File: config.mk
export PLATFORM = sky130hd
export DESIGN_NAME = qmult_pipe_flat
export DESIGN_NICKNAME = d
export VERILOG_FILES = /design/src/rtl/qmult_pipe_if.sv /design/src/rtl/qmult_pipe.sv /design/src/flat_wrapper.sv
export SDC_FILE = /design/constraint.sdc
export NUM_CORES = 2
export LEC_CHECK = 0
export CORE_ASPECT_RATIO = 1.5
export CORE_MARGIN = 5
export CORE_UTILIZATION = 50
export CTS_CLUSTER_SIZE = 8
export DETAILED_ROUTE_END_ITERATION = 8
export PLACE_DENSITY = 0.77
export SYNTH_ARGS = -nofsm -noshare
export SYNTH_HDL_FRONTEND = slang
export SYNTH_SLANG_ARGS = --single-unit
File: constraint.sdc
create_clock -name clk_i -period 17.4 [get_ports clk_i]
set_clock_uncertainty 0.15 [all_clocks]
set_input_delay 3.48 -clock clk_i [delete_from_list [all_inputs] [get_ports clk_i]]
set_output_delay 3.48 -clock clk_i [all_outputs]
set_load 0.01 [all_outputs]
File: src/rtl/qmult_pipe_if.sv
// rtl/qmult_pipe_if.sv - operand/result handshake bundle for qmult_pipe
interface qmult_pipe_if #(
   parameter int DATA_WIDTH = 32,
   parameter int LANES      = 1
);
   logic                          valid_i;
   logic                          ready_o;
   logic [LANES*DATA_WIDTH-1:0]   input1_i;
   logic [LANES*DATA_WIDTH-1:0]   input2_i;
   logic [1:0]                    round_mode_i;
   logic                          valid_o;
   logic                          ready_i;
   logic [LANES*DATA_WIDTH-1:0]   result_o;
   logic [LANES-1:0]              overflow_o;

   modport slave (
      input  valid_i, input1_i, input2_i, round_mode_i, ready_i,
      output ready_o, valid_o, result_o, overflow_o
   );

   modport master (
      output valid_i, input1_i, input2_i, round_mode_i, ready_i,
      input  ready_o, valid_o, result_o, overflow_o
   );
endinterface

File: src/rtl/qmult_pipe.sv
// rtl/qmult_pipe.sv - pipelined multi-lane signed fixed-point multiplier
// Stage 1 registers raw products; rounding/saturation feeds the result stages.
module qmult_pipe #(
   parameter int INTEGER_BITS    = 8,
   parameter int FRACTIONAL_BITS = 24,
   parameter int LANES           = 1,
   parameter int STAGES          = 2,
   parameter int SATURATE        = 1
) (
   input  logic           clk_i,
   input  logic           rst_i,
   qmult_pipe_if.slave    bus
);
   localparam int DATA_WIDTH = INTEGER_BITS + FRACTIONAL_BITS;
   localparam int PW         = 2 * DATA_WIDTH;
   localparam int RD         = (STAGES > 1) ? STAGES - 1 : 1;
   localparam logic [PW-1:0] OFFSET    = PW'(1) << (FRACTIONAL_BITS - 1);
   localparam logic [PW-1:0] OFFSET_M1 = OFFSET - PW'(1);
   localparam logic [DATA_WIDTH-1:0] MAX_POS = {1'b0, {(DATA_WIDTH-1){1'b1}}};
   localparam logic [DATA_WIDTH-1:0] MIN_NEG = {1'b1, {(DATA_WIDTH-1){1'b0}}};

   logic                          advance;
   logic [LANES*PW-1:0]           prod_d;
   logic [LANES*PW-1:0]           fin_prod;
   logic [1:0]                    fin_mode;
   logic                          fin_vld;
   logic [LANES*DATA_WIDTH-1:0]   fin_res;
   logic [LANES-1:0]              fin_ovf;

   logic [LANES*DATA_WIDTH-1:0]   res_q [RD];
   logic [LANES-1:0]              ovf_q [RD];
   logic [RD-1:0]                 vld_r;

   // One global stall: every stage moves together, so order and bubbles are kept.
   assign advance     = !bus.valid_o || bus.ready_i;
   assign bus.ready_o = advance;

   if (STAGES > 1) begin : g_prod
      logic [LANES*PW-1:0] prod_q;
      logic [1:0]          mode_q;
      logic                vld_q;

      always_ff @(posedge clk_i) begin
         if (rst_i) begin
            prod_q <= '0;
            mode_q <= '0;
            vld_q  <= 1'b0;
         end else if (advance) begin
            prod_q <= prod_d;
            mode_q <= bus.round_mode_i;
            vld_q  <= bus.valid_i;
         end
      end

      assign fin_prod = prod_q;
      assign fin_mode = mode_q;
      assign fin_vld  = vld_q;
   end else begin : g_direct
      assign fin_prod = prod_d;
      assign fin_mode = bus.round_mode_i;
      assign fin_vld  = bus.valid_i;
   end

   for (genvar k = 0; k < LANES; k++) begin : g_lane
      logic signed [DATA_WIDTH-1:0] a;
      logic signed [DATA_WIDTH-1:0] b;
      logic signed [PW-1:0]         prod;
      logic [PW-1:0]                fp;
      logic [PW-1:0]                addend;
      logic [PW-1:0]                rnd;
      logic [INTEGER_BITS:0]        top;
      logic                         ovf;
      logic [DATA_WIDTH-1:0]        sliced;
      logic                         unused_lsb;

      assign a    = bus.input1_i[k*DATA_WIDTH +: DATA_WIDTH];
      assign b    = bus.input2_i[k*DATA_WIDTH +: DATA_WIDTH];
      // Sign-extend before multiplying so -2^(IB-1) squared stays exact.
      assign prod = PW'(a) * PW'(b);
      assign prod_d[k*PW +: PW] = prod;
      assign fp   = fin_prod[k*PW +: PW];

      always_comb begin
         addend = OFFSET;
         case (fin_mode)
            2'b00:   addend = '0;
            2'b10:   addend = OFFSET_M1 + {{(PW-1){1'b0}}, fp[FRACTIONAL_BITS]};
            default: addend = OFFSET;
         endcase
      end

      assign rnd        = fp + addend;
      assign top        = rnd[PW-1 -: INTEGER_BITS+1];
      assign ovf        = (top != '0) && (top != '1);
      assign sliced     = rnd[DATA_WIDTH+FRACTIONAL_BITS-1 : FRACTIONAL_BITS];
      assign unused_lsb = ^rnd[FRACTIONAL_BITS-1:0];

      assign fin_ovf[k] = ovf;
      assign fin_res[k*DATA_WIDTH +: DATA_WIDTH] =
         ((SATURATE != 0) && ovf) ? (rnd[PW-1] ? MIN_NEG : MAX_POS) : sliced;
   end

   always_ff @(posedge clk_i) begin
      if (rst_i) begin
         for (int i = 0; i < RD; i++) begin
            res_q[i] <= '0;
            ovf_q[i] <= '0;
         end
         vld_r <= '0;
      end else if (advance) begin
         res_q[0] <= fin_res;
         ovf_q[0] <= fin_ovf;
         vld_r[0] <= fin_vld;
         for (int i = 1; i < RD; i++) begin
            res_q[i] <= res_q[i-1];
            ovf_q[i] <= ovf_q[i-1];
            vld_r[i] <= vld_r[i-1];
         end
      end
   end

   assign bus.valid_o    = vld_r[RD-1];
   assign bus.result_o   = res_q[RD-1];
   assign bus.overflow_o = ovf_q[RD-1];
endmodule

File: src/flat_wrapper.sv
// flat-port wrapper written by rule: the top's interface ports become plain ports
module qmult_pipe_flat 
#(
   parameter int INTEGER_BITS    = 8,
   parameter int FRACTIONAL_BITS = 24,
   parameter int LANES           = 1,
   parameter int STAGES          = 2,
   parameter int SATURATE        = 1
)
  (clk_i, rst_i, bus_valid_i, bus_input1_i, bus_input2_i, bus_round_mode_i, bus_ready_i, bus_ready_o, bus_valid_o, bus_result_o, bus_overflow_o);
  qmult_pipe_if #(.DATA_WIDTH(32), .LANES(LANES)) bus_i ();
  input  logic clk_i;
  input  logic rst_i;
  input wire logic [$bits(bus_i.valid_i)-1:0] bus_valid_i;
  input wire logic [$bits(bus_i.input1_i)-1:0] bus_input1_i;
  input wire logic [$bits(bus_i.input2_i)-1:0] bus_input2_i;
  input wire logic [$bits(bus_i.round_mode_i)-1:0] bus_round_mode_i;
  input wire logic [$bits(bus_i.ready_i)-1:0] bus_ready_i;
  output wire logic [$bits(bus_i.ready_o)-1:0] bus_ready_o;
  output wire logic [$bits(bus_i.valid_o)-1:0] bus_valid_o;
  output wire logic [$bits(bus_i.result_o)-1:0] bus_result_o;
  output wire logic [$bits(bus_i.overflow_o)-1:0] bus_overflow_o;
  assign bus_i.valid_i = bus_valid_i;
  assign bus_i.input1_i = bus_input1_i;
  assign bus_i.input2_i = bus_input2_i;
  assign bus_i.round_mode_i = bus_round_mode_i;
  assign bus_i.ready_i = bus_ready_i;
  assign bus_ready_o = bus_i.ready_o;
  assign bus_valid_o = bus_i.valid_o;
  assign bus_result_o = bus_i.result_o;
  assign bus_overflow_o = bus_i.overflow_o;
  qmult_pipe #(.INTEGER_BITS(INTEGER_BITS), .FRACTIONAL_BITS(FRACTIONAL_BITS), .LANES(LANES), .STAGES(STAGES), .SATURATE(SATURATE)) u_core (.clk_i(clk_i), .rst_i(rst_i), .bus(bus_i));
endmodule
==> metrics.md <==
| Metric | Value |
|---|---|
| Status | complete, no violations |
| Fmax | 0.0791 GHz |
| Global-route wire length before repair | 175,000 microns |
| CP max-delay cell | clkdlybuf4s50_1 |
| Crit-path leading delay family | adder cells |
| Clock Tree Buf Depth | 2 |
| Post-synth EDFFs | 33 |
| Kind of start point of the critical path | input pin |
| Nets | 5,687 |
| Pre-antenna DRT Iters | 7 |
| Core Box Area | 81,000 sq um |
| Vias in the first global route | 34,400 |
| Die area | 87,400 sq um |
| Mapped Nets | 5,740 |
| GPL Wtd Cong | 0.933 |
| Source of the worst hold timing path | u_core.fin_prod[8]$_SDFFE_PP0N_ |
| Syn Area/Cell | 9.30 sq um |
| Pins over their slew limit | 0 |
| Synth cell types | 66 |
| Hold Crit Class | reg2reg |
| Most common cell after layout, fill and taps aside | fa_1 |
| Post-detailed-route wirelength per cell | 19.7 microns |
| Post-route setup TNS | 0 ns |
| Post-DRT Antenna Nets | 0 |
| Die Span X | 243 microns |
| Post-CTS resize count | 0 |
| Initial antenna violation count | 2 |
| Die Ht | 360 microns |
| Post-Syn Instances | 4,381 |
| Share of cells above drive strength 1 | 2.35% |
| IO buf count | 104 |
| RSZ-0062 raised after global routing | false |
| Worst path cell trace | clkdlybuf4s50_1 > and2_1 > fa_1 > fa_1 > fa_1 > fa_1 > inv_1 > fa_1 > fa_1 > fa_1 > fa_1 > inv_1 > ha_1 > a21o_1 > a21oi_1 > nand4_1 > a2111o_1 > a31oi_1 > o31ai_2 > nor4_1 > nor3_1 > a211oi_1 |
| Clk_lat worst skew | 0.36 ns |
| Post-synthesis sequential area ratio | 5.77% |
| Commonest non-fill, non-tap cells in the layout | fa_1, inv_1, nand2_1 |
| WHS Endpoint | u_core.fin_prod[8]$_SDFFE_PP0N_ |
| CTS tree | done |
| FFs w/ async S/R, synth | 0% |
| Vias per cell | 5.51 |
| Final setup vio count | 0 |
| Post-CTS Setup Inserts | 0 |
| CP endpoint kind | flop |
| Max_cap viols | 0 |
| DRC viols | 0 |
| # rows | 128 |
| Required @ worst endpoint | 17.52 ns |
| Ports | 105 |
| Register-to-Register Path Depth | 13 |
| Reg2reg setup slack | 12.34 ns |
| Reg2reg start | u_core.fin_prod[24]$_SDFFE_PP0N_ |
| Gr usage total | 25.1% |
| Clk sinks | 101 |
| Crit path kind | in2reg |
| Routed wire length | 106,000 microns |
| CP max FO | 32 |
| Overflow after GRT | 0 |
| Pre-CTS setup slack | 4.49 ns |
| Final worst-path cycle share | 72.6% |
| # fillers | 7,230 |
| Yosys warns | 0 |
| Final Hold Fails | 0 |
| Initial Utilization | 50.3% |
| Main synth FF type | dfxtp_1 |
| Hold path cells | 2 |
| Cts bufs inserted | 9 |
| Area grow syn2layout | 5.43% |
| Final core utilization | 53.0% |
| Post-synthesis cell area | 40,800 sq um |
| Vias | 29,600 |
| Reg clk slew, reported paths | 0.07 ns |
| Crit path DAT | 12.76 ns |
| Clock root cell | clkbuf_16 |
| CP most frequent cell | fa_1 |
| Multi-input gate area | 33,900 sq um |
| Slew margin rel. | 6.75% |
| Crit path time final | 12.64 ns |
| Worst Path Buf+Inv | 3 |
| Reg2Reg Capture Point | u_core.res_q[0][9]$_SDFFCE_PN0P_ |
| Hold Slack | 0.309 ns |
| Post-CTS Hold Fix Bufs | 0 |
| DRT iter0 DRCs | 1,460 |
| DP HPWL | 87,000 microns |
| Largest net degree at the start of global routing | 51 |
| Max H-tree Level | 3 |
| Actual slew at the worst max-slew pin | 1.39 ns |
| Number of synthesized register bits | 101 |
| Crit-path max cell delay | 1.37 ns |
| Final Worst Setup Slack | 4.76 ns |
| Register Area | 2350 sq um |
## worst register-to-register path: cells and delay by family, from the launching register on
kind	cells	cell delay, ns
AO/OA/AOI/OAI	9	3.21
adder cells (fa/ha/maj)	1	0.30
AND/OR/NAND/NOR	2	0.42
buffers and inverters	1	0.30
flip-flops	1	0.37
## Yosys cell counts, drive strengths merged, types with 2 or more instances
master	n	area share [%]
a2111oi	3	0.080
a211o	2	0.043
a211oi	13	0.24
a21boi	2	0.037
a21o	34	0.63
a21oi	139	1.7
a221oi	2	0.043
a22o	2	0.043
a311oi	5	0.11
a31o	4	0.086
a31oi	10	0.17
and2	519	8.0
and3	11	0.17
and4	5	0.11
buf	10	0.16
clkbuf	224	2.1
dfxtp	68	3.3
edfxtp	33	2.4
fa	1082	53
ha	207	6.4
inv	970	8.9
nand2	627	5.8
nand2b	10	0.15
nand3	31	0.38
nand4	22	0.34
nor2	87	0.80
nor2b	10	0.15
nor3	17	0.21
nor4	9	0.19
o2111ai	3	0.064
o211ai	6	0.12
o21a	8	0.15
o21ai	62	0.77
o21bai	8	0.15
o22ai	7	0.11
o31ai	6	0.15
o41ai	3	0.11
or2	2	0.031
or3	9	0.14
xnor2	62	1.3
xor2	35	0.75
## state kept, by name (all words and copies together) (netlist names)
| register | count |
|---|---|
| u_core.bus.valid_o | 1 |
| u_core.ovf_q | 1 |
| u_core.fin_vld | 1 |
| u_core.fin_mode | 2 |
| u_core.fin_prod | 64 |
| u_core.res_q | 32 |
## metrics by stage
stage | instances | cell area (sq um)
4_1_cts | 5373 | 43000
3_5_place_dp | 5357 | 42700
5_1_grt | 5374 | 43000
2_1_floorplan | 4381 | 40800
3_3_place_gp | 5357 | 42700
6_report | 5374 | 43000
## layer usage
metal / vias to the layer above / share of wire (%) / global-route usage, %
met5: - / 0.010 / 0
met4: 2 / 10 / 20.1
met3: 539 / 3.8 / 2.26
met2: 1063 / 55 / 47.4
met1: 15300 / 31 / 24.9
li1: 12700 / - / -
## area by class of cell
cell class	instances	share of cell area, %
Clock inverter	6	0.125
Antenna cell	1	0.00582
Clock buffer	10	0.533
Sequential cell	101	5.47
Multi-Input combinational cell	3075	78.8
Timing Repair Buffer	170	3.55
Tap cell	1040	3.03
Inverter	971	8.48
## how the worst max path moves through the flow
stage               slack [ns]                               end             start  depth (start not counted)
finish                    4.76  u_core.fin_prod[63]$_SDFFE_PP0N_   bus_input2_i[4]                         22
global route              4.24  u_core.fin_prod[63]$_SDFFE_PP0N_   bus_input2_i[4]                         25
CTS                       4.86  u_core.fin_prod[63]$_SDFFE_PP0N_   bus_input2_i[4]                         22
detailed placement        4.49  u_core.fin_prod[63]$_SDFFE_PP0N_   bus_input2_i[4]                         22
global placement          4.73  u_core.fin_prod[63]$_SDFFE_PP0N_   bus_input2_i[4]                         22
floorplan                 6.29  u_core.fin_prod[63]$_SDFFE_PP0N_  bus_input1_i[31]                         29
## cell families (layout without fill, tap and decap cells)
logic type	count (synthesis)	after routing	share of synthesized area (%)
muxes	1	1	0.0246
other	0	1	0
adders and majority gates	1289	1289	59.5
AOI/OAI and AO/OA	327	327	4.99
and+or+nand+nor	1361	1361	16.5
xor gates and xnor gates	97	97	2.08
buffers and inverters	1205	1157	11.2
DFF	101	101	5.77
Power is left out: the tool's default activity adds up to more than one toggle a clock period on the data nets, which glitch-free logic cannot reach.
